$ cat src/rtl/seq_addsub.sv
// ----------------------------------------------------------------------------
// seq_addsub
//
// Multi-cycle adder/subtractor. A WIDTH-bit add or subtract is carried out
// CHUNK bits per clock, starting with the least-significant chunk. The carry
// between chunks is held in a register. The block is intended as a shared
// arithmetic resource with a start/busy/done handshake.
//
// Parameters
//   WIDTH  operand/result width; must be an integer multiple of CHUNK
//   CHUNK  bits processed per clock; 1 <= CHUNK <= WIDTH
//
// Ports
//   clk    in   rising-edge clock
//   rst_n  in   asynchronous active-low reset
//   start  in   request; only sampled while busy = 0
//   sub    in   0: a + b, 1: a - b (sampled with start)
//   a, b   in   WIDTH-bit operands (sampled with start)
//   busy   out  high while an operation is in progress
//   done   out  one-cycle pulse when sum/cout/ovf become valid
//   sum    out  WIDTH-bit result, modulo 2^WIDTH
//   cout   out  carry out of the MSB (for sub: 1 = no borrow, a >= b unsigned)
//   ovf    out  signed overflow of the selected operation
//
// Latency is N = WIDTH/CHUNK cycles from the accepting edge to done. All
// outputs come straight from registers.
// ----------------------------------------------------------------------------
module seq_addsub #(
    parameter int WIDTH = 16,
    parameter int CHUNK = 4
) (
    input  logic             clk,
    input  logic             rst_n,
    input  logic             start,
    input  logic             sub,
    input  logic [WIDTH-1:0] a,
    input  logic [WIDTH-1:0] b,
    output logic             busy,
    output logic             done,
    output logic [WIDTH-1:0] sum,
    output logic             cout,
    output logic             ovf
);

    localparam int N  = WIDTH / CHUNK;
    localparam int CW = (N > 1) ? $clog2(N) : 1;
    localparam logic [CW-1:0] LAST_STEP = CW'(N - 1);

    localparam logic [0:0] S_IDLE = 1'b0;
    localparam logic [0:0] S_RUN  = 1'b1;

    logic [0:0]       r_state;
    logic [WIDTH-1:0] r_a;
    logic [WIDTH-1:0] r_b;      // already inverted for subtraction
    logic [WIDTH-1:0] r_sum;
    logic [CW-1:0]    r_step;
    logic             r_carry;
    logic             r_cout;
    logic             r_ovf;
    logic             r_done;

    logic [CHUNK-1:0] w_a_chunk;
    logic [CHUNK-1:0] w_b_chunk;
    logic [CHUNK:0]   w_chunk_sum;
    logic             w_last;
    logic             w_ovf;

    // NOTE: pure continuous assignments here, so no path can leave a signal
    // unassigned and infer a latch.
    assign w_a_chunk   = r_a[int'(r_step)*CHUNK +: CHUNK];
    assign w_b_chunk   = r_b[int'(r_step)*CHUNK +: CHUNK];
    assign w_chunk_sum = {1'b0, w_a_chunk} + {1'b0, w_b_chunk} + {{CHUNK{1'b0}}, r_carry};
    assign w_last      = (r_step == LAST_STEP);

    // On the final step, bit CHUNK-1 of the chunk sum is the result MSB.
    // Overflow: both effective operands share a sign that the result lacks.
    assign w_ovf = (r_a[WIDTH-1] == r_b[WIDTH-1]) &&
                   (w_chunk_sum[CHUNK-1] != r_a[WIDTH-1]);

    // NOTE: non-blocking assignments throughout the clocked block. Each
    // register then takes its new value from the values present before the
    // edge, whatever the statement order.
    always_ff @(posedge clk or negedge rst_n) begin
        if (!rst_n) begin
            r_state <= S_IDLE;
            r_a     <= '0;
            r_b     <= '0;
            r_sum   <= '0;
            r_step  <= '0;
            r_carry <= 1'b0;
            r_cout  <= 1'b0;
            r_ovf   <= 1'b0;
            r_done  <= 1'b0;
        end else begin
            r_done <= 1'b0;
            case (r_state)
                S_IDLE: begin
                    if (start) begin
                        r_a     <= a;
                        // Subtraction is a + ~b + 1: invert b and seed carry.
                        r_b     <= sub ? ~b : b;
                        r_carry <= sub;
                        r_step  <= '0;
                        r_sum   <= '0;
                        r_cout  <= 1'b0;
                        r_ovf   <= 1'b0;
                        r_state <= S_RUN;
                    end
                end
                S_RUN: begin
                    r_sum[int'(r_step)*CHUNK +: CHUNK] <= w_chunk_sum[CHUNK-1:0];
                    r_carry <= w_chunk_sum[CHUNK];
                    r_step  <= r_step + CW'(1);
                    if (w_last) begin
                        r_cout  <= w_chunk_sum[CHUNK];
                        r_ovf   <= w_ovf;
                        r_done  <= 1'b1;
                        r_step  <= '0;
                        r_state <= S_IDLE;
                    end
                end
                default: r_state <= S_IDLE;
            endcase
        end
    end

    assign busy = (r_state == S_RUN);
    assign done = r_done;
    assign sum  = r_sum;
    assign cout = r_cout;
    assign ovf  = r_ovf;

endmodule

$ cat config.mk
export PLATFORM = sky130hd
export DESIGN_NAME = seq_addsub
export DESIGN_NICKNAME = d
export VERILOG_FILES = /design/src/rtl/seq_addsub.sv
export SDC_FILE = /design/constraint.sdc
export NUM_CORES = 1
export LEC_CHECK = 0
export CAP_MARGIN = 20
export CORE_AREA = 5 5 79 81
export DETAILED_ROUTE_END_ITERATION = 7
export DIE_AREA = 0 0 84 86
export GPL_TIMING_DRIVEN = 0
export PLACE_DENSITY = 0.77
export SYNTH_ARGS = -nofsm -noshare
export SYNTH_HDL_FRONTEND = slang
export SYNTH_SLANG_ARGS = --single-unit
$ cat constraint.sdc
create_clock -name clk -period 3.59 [get_ports clk]
set_input_delay 0.359 -clock clk [delete_from_list [all_inputs] [get_ports clk]]
set_output_delay 0.359 -clock clk [all_outputs]
set_load 0.01 [all_outputs]
==> metrics.txt, run 1 <==
TritonRoute pass-1 iters 4; grt peak-use layer met2; first-pass GRT wire length 9.40 mm; clock sinks 55; EDFF count, synth 0; fin crit period roughly 3.0 ns; leading cell types in the layout, fill and taps excluded 75 x nand2_1, 55 x dfrtp_1, 53 x clkdlybuf4s50_1; crit path cell chain buf_4 -> mux4_2 -> fa_1 -> fa_1 -> a21o_1 -> a21oi_1 -> a21oi_1 -> a21o_1; Synth area leader dfrtp_1; P&R area growth vs syn 27.6%; Mapped Cells between 200 and 300; fin cells approximately 380; Startpoint Class register; Yosys reg bits 55; Cells after DPL around 380; IO Pins 56; violated checks hold timing; most common cell after layout, fill and taps aside nand2_1; DRT iter0 DRCs roughly 120; synthesized cell area 2660 µm²; DRC 0; wire per inst 14.4 µm; max cap viols 0; Crit Path Max Fanout 10; sequential area share after synthesis between 50% and 60%; Die Y 86 µm; CTS tree yes; initial core utilization 49.2%; fin crit share 83.0%; met2 Usage GRT about 28%; post-CTS resize count 0; CTS Buf Count 5; top-area cell type share of the netlist area between 50% and 60%; clock skew 0.00667 ns; final setup vio count 0; CTS Hold Bufs 0; Final Slew Violations 0; RePlAce Congestion approximately 0.87; critical path required time 3.80 ns; synth warn 0; IO buf count between 50 and 60; routed via count 1989; top_reg_cell synth dfrtp_1; Worst Setup End Kind register; Root Driver clkbuf_8; PwrDens 891 nW/µm²; largest net degree at the start of global routing 37; Worst Tran Pin Value between 0.5 and 0.6 ns; Achievable Freq about 340 MHz; die area 7220 µm²; Slew Limit Headroom ~61%; die width ~84 µm; met1 usage 20.0%; syn_nets slightly below 300; VDD IR max about 420 µV; vias per cell ~5.2; Final nets between 300 and 400; Static Leak roughly 1.5 nW; initial antenna violation count 0; CP max stage delay roughly 0.56 ns; worst hold path class primary input to asynchronous set/reset pin; HPWL Detailed 4.32 mm; DRT Wirelength approximately 5.5 mm; RSZ-0062 raised after global routing no; Async S/R FF share, synth 100%; Slowest cell on crit path mux4_2; crit path DAT around 3.2 ns; Avg Cell Area, Syn between 10 and 15 µm²; Placed Area approximately 3300 µm²; # diodes 0; GRT Overall Usage ~16%; htree depth 2; dominant cells by area after synthesis dfrtp_1 52%, nand2_1 11%, mux4_2 6.8%, xnor2_1 5.9%, o21ai_0 4.3%; Final Cell Area approximately 3400 µm²; M3 GR Usage approximately 3.8%; Hold Vio Cnt, Final 3; post-synth cell types 29; status finished with violations; vias in the first global route between 2000 and 2500; Post-CTS Setup Repair Bufs 0; WHS -0.00301 ns; clk buf depth 2; core area between 5000 and 6000 µm²; Sum Neg Setup Slack 0 ns; Antenna Nets Post-Route 0; grt ovf 0; Reg clk slew, reported paths about 0.09 ns; critical path type register to register; fraction of layout cells with a size suffix above 1 9.62%; num rows 27; worst-skew pair later-pin latency roughly 0.30 ns
## area by class of cell
cell class	count	area, µm²
plain buffers	13	67.6
clock buffers	6	82.6
clock inverters	1	5.00
fillers	460	2010
inverters	3	11.3
multi-input cells	179	1200
flip-flops and latches	55	1380
well taps	72	90.1
repair buffers	55	556
## power breakdown
part	switching [W]	internal (W)	total, W
combinational	0.000883	0.000754	0.00164
clock	0.000184	0.000152	0.000336
sequential	0.000165	0.000884	0.00105
## sequential cells by signal, summed over array words and instances (netlist names), 2 cells and up
signal,flops
r_a,16
r_b,16
sum,16
r_step,2
## per-stage QoR
step	power, W	util [%]	setup slack (ns)
2_1_floorplan	0.00215	-	0.865
3_3_place_gp	0.00266	60.9	0.597
3_5_place_dp	0.00272	61.2	0.604
4_1_cts	0.00306	62.8	0.584
5_1_grt	0.00327	62.8	0.415
6_report	0.00302	62.8	0.610
## path summary, 6_finish.rpt
| kind | from | end | slack, ns | cells after the start |
|---|---|---|---|---|
| worst max-delay path | r_step[0]$_DFFE_PN0P_ | cout$_DFFE_PN0P_ | 0.61 | 8 |
| worst max register to register | r_step[0]$_DFFE_PN0P_ | cout$_DFFE_PN0P_ | 0.61 | 8 |
| min in group clk | r_a[10]$_DFFE_PN0P_ | r_a[10]$_DFFE_PN0P_ | 0.48 | 2 |
| worst min register to register | r_a[10]$_DFFE_PN0P_ | r_a[10]$_DFFE_PN0P_ | 0.48 | 2 |
| max in group asynchronous | rst_n | r_b[1]$_DFFE_PN0P_ | 3.04 | 2 |
| worst min-delay path | rst_n | sum[1]$_DFFE_PN0P_ | -0.003 | 1 |
## logic make-up after synthesis
group           Yosys count  synth area share (%)
flops                    55                  51.7
xor+xnor                 20                  6.59
simple gates             95                  16.0
buf+inv                  16                  2.96
compound gates           47                  11.1
fa+ha+maj                 9                  4.80
mux                       8                  6.77
## critical path, delay by kind of cell (launching register included)
| kind | cells | cell delay (ns) |
|---|---|---|
| adders and majority gates | 2 | 0.92 |
| DFF | 1 | 0.47 |
| buffers and inverters | 1 | 0.27 |
| AOI/OAI and AO/OA | 4 | 0.66 |
| muxes | 1 | 0.56 |
## layer usage
layer | part of all wire (%) | wire length, µm | up-vias
met1 | 44 | 2420 | 959
li1 | - | - | 969
met3 | 5.8 | 322 | 8
met5 | 0 | 0 | -
met4 | 1.8 | 99 | 0
met2 | 49 | 2690 | 53
## cell usage after synthesis, types with 2 or more instances
library cell	number
nand2_1	75
dfrtp_1	55
o21ai_0	23
xnor2_1	18
a22o_1	12
mux4_2	8
ha_1	7
a21oi_1	6
buf_2	6
a21o_1	4
clkbuf_1	4
buf_4	3
inv_1	3
nor2_1	3
nor2b_1	3
and3_1	2
fa_1	2
nand2b_1	2
nand3_1	2
nand4_1	2
xor2_1	2
Power figures use the tool's default switching activity.
==> run 2, diff against run 1 <==
--- a/config.mk
+++ b/config.mk
@@ -6,11 +6,11 @@
 export NUM_CORES = 1
 export LEC_CHECK = 0
 export CAP_MARGIN = 20
-export CORE_AREA = 5 5 79 81
+export CORE_AREA = 5 5 83 85
 export DETAILED_ROUTE_END_ITERATION = 7
-export DIE_AREA = 0 0 84 86
+export DIE_AREA = 0 0 88 90
 export GPL_TIMING_DRIVEN = 0
-export PLACE_DENSITY = 0.77
+export PLACE_DENSITY = 0.74
 export SYNTH_ARGS = -nofsm -noshare
 export SYNTH_HDL_FRONTEND = slang
 export SYNTH_SLANG_ARGS = --single-unit
==> constraint.sdc (replaced) <==
create_clock -name clk -period 2.54 [get_ports clk]
set_input_delay 0.254 -clock clk [delete_from_list [all_inputs] [get_ports clk]]
set_output_delay 0.254 -clock clk [all_outputs]
set_load 0.01 [all_outputs]
==> run 2 against run 1 <==
Compared with the run above:
- the run now ends clean
- non-clock buffer count up 6
- via count up 2.0%
- die area up 9.6%
- combinational power up 54%
- critical path depth unchanged
- critical endpoint unchanged
- highest routed layer unchanged
==> metrics.txt, run 2 (synthesis gave the netlist of run 1 again) <==
most common cell after layout, fill and taps aside nand2_1; fin cells 395 (+2.9%); CTS Buf Count 5 (unchanged); clock sinks 55 (unchanged); Static Leak 1.58 nW (+2.3%); Die Y 90 µm (+4.7%); worst-skew pair later-pin latency 0.31 ns (about the same); CP max stage delay 0.52 ns (-0.04 ns); worst path bufs/invs 1 (unchanged); CTS tree yes; Final Slew Violations 0 (unchanged); Hold Vio Cnt, Final 0 (-3); crit path cell chain buf_12 -> mux4_2 -> fa_2 -> fa_2 -> a21o_1 -> a21oi_2 -> a21oi_1 -> a21o_1; Root Driver clkbuf_8; initial antenna violation count 0 (unchanged); Slew Limit Headroom 61.2% (+0.17 points); WHS 0.385 ns (+0.388 ns); critical path type register to register; Power, Total 0.00447 W (+48%); TritonRoute pass-1 iters 4 (unchanged); status completed; Final Cell Area 3480 µm² (+2.6%); die width 88 µm (+4.8%); HPWL Detailed 4.30 mm (-0.46%); flop2flop setup slack 0.08 ns (-0.53 ns); worst hold path class primary input to register; fraction of layout cells with a size suffix above 1 12.6% (+3.0 points); clock skew 0.00777 ns (+0.00110 ns); Placed Area 3330 µm² (+0.61%); fin crit period 2.46 ns (-0.522 ns); leading cell types in the layout, fill and taps excluded 75 x nand2_1, 54 x dfrtp_1, 53 x clkdlybuf4s50_1; htree depth 2 (unchanged); PwrDens 1280 nW/µm² (+44%); vias in the first global route 2179 (+7.9%); RSZ-0062 raised after global routing no; P&R area growth vs syn 30.9%; num rows 29 (+7.4%); Antenna Nets Post-Route 0 (unchanged); DRT Wirelength 5.69 mm (+2.9%); die area 7920 µm² (+9.6%); crit path DAT 2.67 ns (-0.52 ns); critical path required time 2.75 ns (-1.05 ns); Slowest cell on crit path mux4_2; Cells after DPL 382 (+1.3%); fin crit share 96.8% (+14 points); largest net degree at the start of global routing 32 (-14%); # diodes 0 (unchanged); Reg clk slew, reported paths 0.09 ns (about the same); final setup vio count 0 (unchanged); first-pass GRT wire length 9.98 mm (+6.1%); RePlAce Congestion 0.800 (-8.0%); Achievable Freq 407 MHz (+21%); VDD IR max 617 µV (+46%); IO buf count 54 (unchanged); routed via count 2028 (+2.0%); Worst Tran Pin Value 0.582 ns (-0.00262 ns); wire per inst 14.4 µm (about the same); Startpoint Class register; IO Pins 56 (unchanged); initial core utilization 43.4% (-5.8 points); max cap viols 0 (unchanged); Crit Path Max Fanout 6 (-4); DRC 0 (unchanged); grt ovf 0 (unchanged); Final nets 363 (+1.7%); Top delay family on crit path adder cells; GRT Overall Usage 15.9% (-0.44 points); DRT iter0 DRCs 85 (-27%); clk buf depth 2 (unchanged); Worst Setup End Kind register; vias per cell 5.13 (-0.88%); core area 6130 µm² (+13%)
==> run 2: repair_timing <==
item / CTS / global route
buffers inserted: 4 / 1
hold buffers: 1 / 0
pin swaps: 4 / 3
gates cloned: 0 / 0
setup endpoints to repair: 10 / 6
hold endpoints to repair: 24 / 0
resized for setup: 4 / 1
==> run 2: final cells by class <==
class,instances,area [µm²]
fillers,550,2650
clock inverters,1,5.00
flip-flops and latches,55,1380
plain buffers,13,83.8
inverters,3,11.3
multi-input cells,179,1220
repair buffers,61,603
well taps,77,96.3
clock buffers,6,82.6
==> run 2: where the power goes <==
group | total (W) | internal, W | switching, W
registers | 0.00147 | 0.00125 | 0.000221
clock network | 0.000483 | 0.000215 | 0.000268
logic | 0.00252 | 0.00119 | 0.00132
total | 0.00447 | 0.00266 | 0.00181
==> run 2: worst reg2reg max path, delay by kind of cell (launching register included) <==
family	cells	cell delay, ns
adders and majority gates	2	0.75
AOI/OAI and AO/OA	4	0.58
muxes	1	0.52
DFF	1	0.39
buffers and inverters	1	0.12
==> run 2: metal layers <==
metal	vias to the layer above	GRT usage, %	wire, µm
met2	47	27.3	2930
met1	987	20.1	2390
met3	10	2.65	280
met4	0	5.37	86
met5	-	0	0
li1	984	-	-
==> run 2: final timing paths <==
path                                       startpoint                  end  depth (start not counted)
worst max-delay path            r_step[0]$_DFFE_PN0P_     cout$_DFFE_PN0P_                          8
worst min-delay path                              sub   r_b[3]$_DFFE_PN0P_                          3
worst max register to register  r_step[0]$_DFFE_PN0P_     cout$_DFFE_PN0P_                          8
worst min register to register    r_a[12]$_DFFE_PN0P_  r_a[12]$_DFFE_PN0P_                          2
max in group asynchronous                       rst_n   r_b[9]$_DFFE_PN0P_                          3
min in group asynchronous                       rst_n   sum[3]$_DFFE_PN0P_                          2
==> run 2: stage by stage <==
stage | util [%] | worst slack [ns] | setup TNS, ns
floorplan | - | 0.0234 | 0
global placement | 54.0 | -0.571 | -21.27
detailed placement | 54.2 | -0.258 | -0.618
CTS | 56.5 | 0.0163 | 0
global route | 56.8 | 0.0225 | 0
finish | 56.8 | 0.0820 | 0
==> RTL change 1, RTL diff (settings of run 1) <==
Register the output `done` once more; this adds one clock of latency there. The other outputs are not delayed to match. Comments in the files are not updated.
--- a/src/rtl/seq_addsub.sv
+++ b/src/rtl/seq_addsub.sv
@@ -125,7 +125,9 @@
     end
 
     assign busy = (r_state == S_RUN);
-    assign done = r_done;
+    always_ff @(posedge clk) begin
+        done <= r_done;
+    end
     assign sum  = r_sum;
     assign cout = r_cout;
     assign ovf  = r_ovf;
Function: changed (a bounded check fails within 10 cycles, from zero or initial values and one cycle with rst_n low).
==> RTL change 1 against run 1 <==
Sequential share of layout area is 0.32 points higher; power up 0.13%; hold slack improved by 0.046 ns; design area rose by 0.66%; synthesized area rose by 0.75%; setup slack improved by 0.070 ns; sequential cell count rose by 1; routed wire length shrank 1.3%.
==> RTL change 1: results (changes against run 1) <==
Outcome
  – Status: finished, final reports clean (was complete, but fails checks)

Layout
  – Buffering overhead: 0.182 (was 0.184)
  – Proportion of layout cells with a drive suffix above 1: 0.0924 (was 0.0962)
  – # fillers: 473 (was 460)
  – Fin cells: 386 (was 384)
  – Final-layout clock-cell area share: 0.0264 (was 0.0258)
  – Layout Nets: 358 (was 357)
  – Ant diodes: 0 (unchanged)
  – Multi-input combinational area share: 0.353 (was 0.355)
  – Post-Route Utilization: 0.632 (was 0.628)
  – Clkbuf count: 8 (was 6)
  – Fraction of area in registers: 0.409 (was 0.406)

Synthesis
  – Post-synthesis sequential area ratio: 0.521 (was 0.517)
  – Multiplexer area fraction after synthesis: 0.0672 (was 0.0677)
  – Syn nets: 296 (was 295)
  – Yosys cell types: 30 (was 29)
  – Avg Cell Area, Syn: 10.7 um2 (was 10.6 um2)
  – Post-synthesis compound-gate area fraction: 0.111 (about the same)
  – Largest cells by area after synthesis: dfrtp_1, nand2_1, mux4_2 (unchanged)
  – Adder-Cell Fraction of Synth Area: 0.0476 (was 0.0480)

Placement
  – Dpl cell area: 0.00333 mm2 (was 0.00331 mm2)
  – Placed cells: 378 (was 377)
  – Post-Place Setup Slack: 0.679 ns (was 0.604 ns)
  – Detail Placement HPWL: 4.25 mm (was 4.32 mm)
  – RePlAce Congestion: 0.756 (was 0.870)

Power and ir drop
  – Psw: 1.22 mW (was 1.23 mW)
  – Static leakage: 1.55 nW (about the same)
  – Max VDD drop: 0.396 mV (was 0.423 mV)

Setup path
  – Crit path DAT: 3.11 ns (was 3.19 ns)

GRT
  – GRT Resource Usage Total: 0.165 (was 0.164)
  – Vias in the first global route: 2070 (was 2019)
  – Met1 Usage GRT: 0.212 (was 0.200)
  – Initial antenna violation count: 0 (unchanged)
  – Met2 Use GR: 0.283 (was 0.277)
  – First-pass GRT wire length: 9.52 mm (was 9.40 mm)
  – Met3 usage: 0.0336 (was 0.0384)
  – Pin count of the biggest net entering global routing: 31 (was 37)

Worst hold path
  – Min-Delay Path Class: in -> async (unchanged)

Route
  – Met2 WL: 2.64 mm (was 2.69 mm)
  – Vias per cell: 5.21 (was 5.18)
  – Pre-antenna DRT Iters: 6 (was 4)
  – 1st-iter DRT viols: 91 (was 116)
  – WL met3: 317 um (was 322 um)
  – WL met1: 2.44 mm (was 2.42 mm)
  – Avg WL per Cell: 14.1 um (was 14.4 um)

Timing
  – Max-slew headroom: 0.606 (was 0.610)
  – Setup Skew: 0.00441 ns (was 0.00667 ns)

Clock tree
  – Cts bufs inserted: 5 (unchanged)
  – Clk Tree Root Cell: clkbuf_8 (unchanged)
  – Clock sink count: 56 (was 55)
  – Worst skew pair latency: 0.30 ns (about the same)
==> RTL change 1: cell types whose count changed after synthesis, sizes merged <==
cell / before / now
dfxtp: 0 / 1
==> RTL change 1: power by group through the flow <==
stage / registers [mW] / logic [mW] / clock network, mW
floorplan: 1.07 / 1.10 / 0
global placement: 1.06 / 1.60 / 0
detailed placement: 1.08 / 1.63 / 0
CTS: 1.06 / 1.64 / 0.357
global route: 1.10 / 1.81 / 0.379
finish: 1.06 / 1.62 / 0.348
==> RTL change 1: worst paths after layout <==
check,slack (ns),end,cells past startpoint,start
setup / recovery,0.68,cout,8,r_step[0]
hold / removal,0.04,sum[2],1,rst_n
setup reg to reg,0.68,cout,8,r_step[0]
hold reg to reg,0.35,done,0,r_done
max in group asynchronous,2.98,r_b[12],2,rst_n
min in group clk,0.35,done,0,r_done
==> RTL change 2, RTL diff (flow settings as in run 1) <==
Without the edit above. Set the parameter `CHUNK` to 8 (it was 4).
--- a/src/rtl/seq_addsub.sv
+++ b/src/rtl/seq_addsub.sv
@@ -27,7 +27,7 @@
 // ----------------------------------------------------------------------------
 module seq_addsub #(
     parameter int WIDTH = 16,
-    parameter int CHUNK = 4
+    parameter int CHUNK = 8
 ) (
     input  logic             clk,
     input  logic             rst_n,
Formal check against the unedited RTL: not equivalent (a bounded check fails within 4 cycles, from zero or initial values and one cycle with rst_n low).
==> RTL change 2 against run 1 <==
Routed wire length is 7.6% higher; synthesized area grew 2.8%; setup slack worse by 0.34 ns; largest power group unchanged; synthesized cell count up 12%; non-clock buffer count up 2; largest cell class unchanged; power increased by 13%; sequential share of layout area fell by 1.6 points; critical endpoint is now ovf; design area rose by 2.3%; hold slack improved by 0.026 ns; sequential cell count decreased by 1.
==> RTL change 2: results (changes against run 1) <==
Outcome
  – Status: finished, final reports clean (was complete, but fails checks)

Synthesis
  – Multiplexer area fraction after synthesis: 0.0650 (was 0.0677)
  – Largest cells by area after synthesis: dfrtp_1, nand2_1, mux2_2 (was dfrtp_1, nand2_1, mux4_2)
  – Post-synthesis sequential area ratio: 0.494 (was 0.517)
  – Syn nets: 326 (was 295)
  – Synth cell count leaders: nand2_1, dfrtp_1, o21ai_0 (unchanged)
  – Avg Cell Area, Syn: 9.73 um2 (was 10.6 um2)
  – Post-synthesis compound-gate area fraction: 0.133 (was 0.111)
  – Adder-Cell Fraction of Synth Area: 0.0467 (was 0.0480)

GRT
  – Pin count of the biggest net entering global routing: 31 (was 37)
  – GRT Resource Usage Total: 0.176 (was 0.164)
  – Vias in the first global route: 2147 (was 2019)
  – First-pass GRT wire length: 10.2 mm (was 9.40 mm)

Setup path
  – Crit path DAT: 3.52 ns (was 3.19 ns)
  – Worst path slowest cell: clkbuf_1 (was mux4_2)

Power and ir drop
  – Static leakage: 1.57 nW (was 1.55 nW)
  – Max VDD drop: 0.455 mV (was 0.423 mV)

Route
  – 1st-iter DRT viols: 106 (was 116)
  – Avg WL per Cell: 14.3 um (was 14.4 um)
  – Routed WL: 5.95 mm (was 5.53 mm)

Placement
  – Post-Place Setup Slack: 0.253 ns (was 0.604 ns)
  – Detail Placement HPWL: 4.61 mm (was 4.32 mm)
  – Placed cells: 408 (was 377)
  – Dpl cell area: 0.00338 mm2 (was 0.00331 mm2)

Timing
  – Setup Skew: 0.00492 ns (was 0.00667 ns)
-- RTL change 2: per-layer routing --
layer	part of all wire	wire length, um	global-route usage
met5	0	0	0
met4	0.014	84	0.0687
met3	0.059	350	0.0336
met2	0.49	2930	0.307
met1	0.43	2590	0.215
-- RTL change 2: cells by family after synthesis --
kind of cell | Yosys count
compound gates | 55
xor+xnor | 19
fa+ha+maj | 9
buf+inv | 23
flops | 54
mux | 16
simple gates | 105
-- RTL change 2: cell type report --
| class | count | area, um2 |
|---|---|---|
| tap | 72 | 90.1 |
| buffer | 15 | 60.1 |
| clock buffer | 7 | 86.3 |
| inverter | 8 | 30.0 |
| multi-input combinational | 204 | 1290 |
| sequential | 54 | 1350 |
| fill | 467 | 1930 |
| clock inverter | 1 | 5.00 |
| timing repair buffer | 55 | 556 |
-- RTL change 2: path summary, 6_finish.rpt --
path	depth (start not counted)	from	slack, ns	end
min	1	rst_n	0.02	sum[1]
max reg2reg	10	r_step	0.27	ovf
max in group asynchronous	2	rst_n	3.02	r_b[3]
min reg2reg	2	r_b[5]	0.48	r_b[5]
min in group clk	2	r_b[5]	0.48	r_b[5]
max	10	r_step	0.27	ovf
-- RTL change 2: critical path, delay by kind of cell, from the launching register on --
| kind | cells | cell delay [ns] |
|---|---|---|
| DFF | 1 | 0.36 |
| buffers and inverters | 3 | 0.84 |
| adders and majority gates | 1 | 0.30 |
| and+or+nand+nor | 2 | 0.23 |
| AOI/OAI and AO/OA | 3 | 0.98 |
| muxes | 1 | 0.49 |
-- RTL change 2: power by group through the flow --
stage	registers, mW	logic [mW]	clock network (mW)
final	1.06	2.01	0.351
after global routing	1.09	2.26	0.379
after CTS	1.06	2.02	0.355
after detailed placement	1.07	2.01	0
after global placement	1.06	1.95	0
after floorplan	1.07	1.38	0
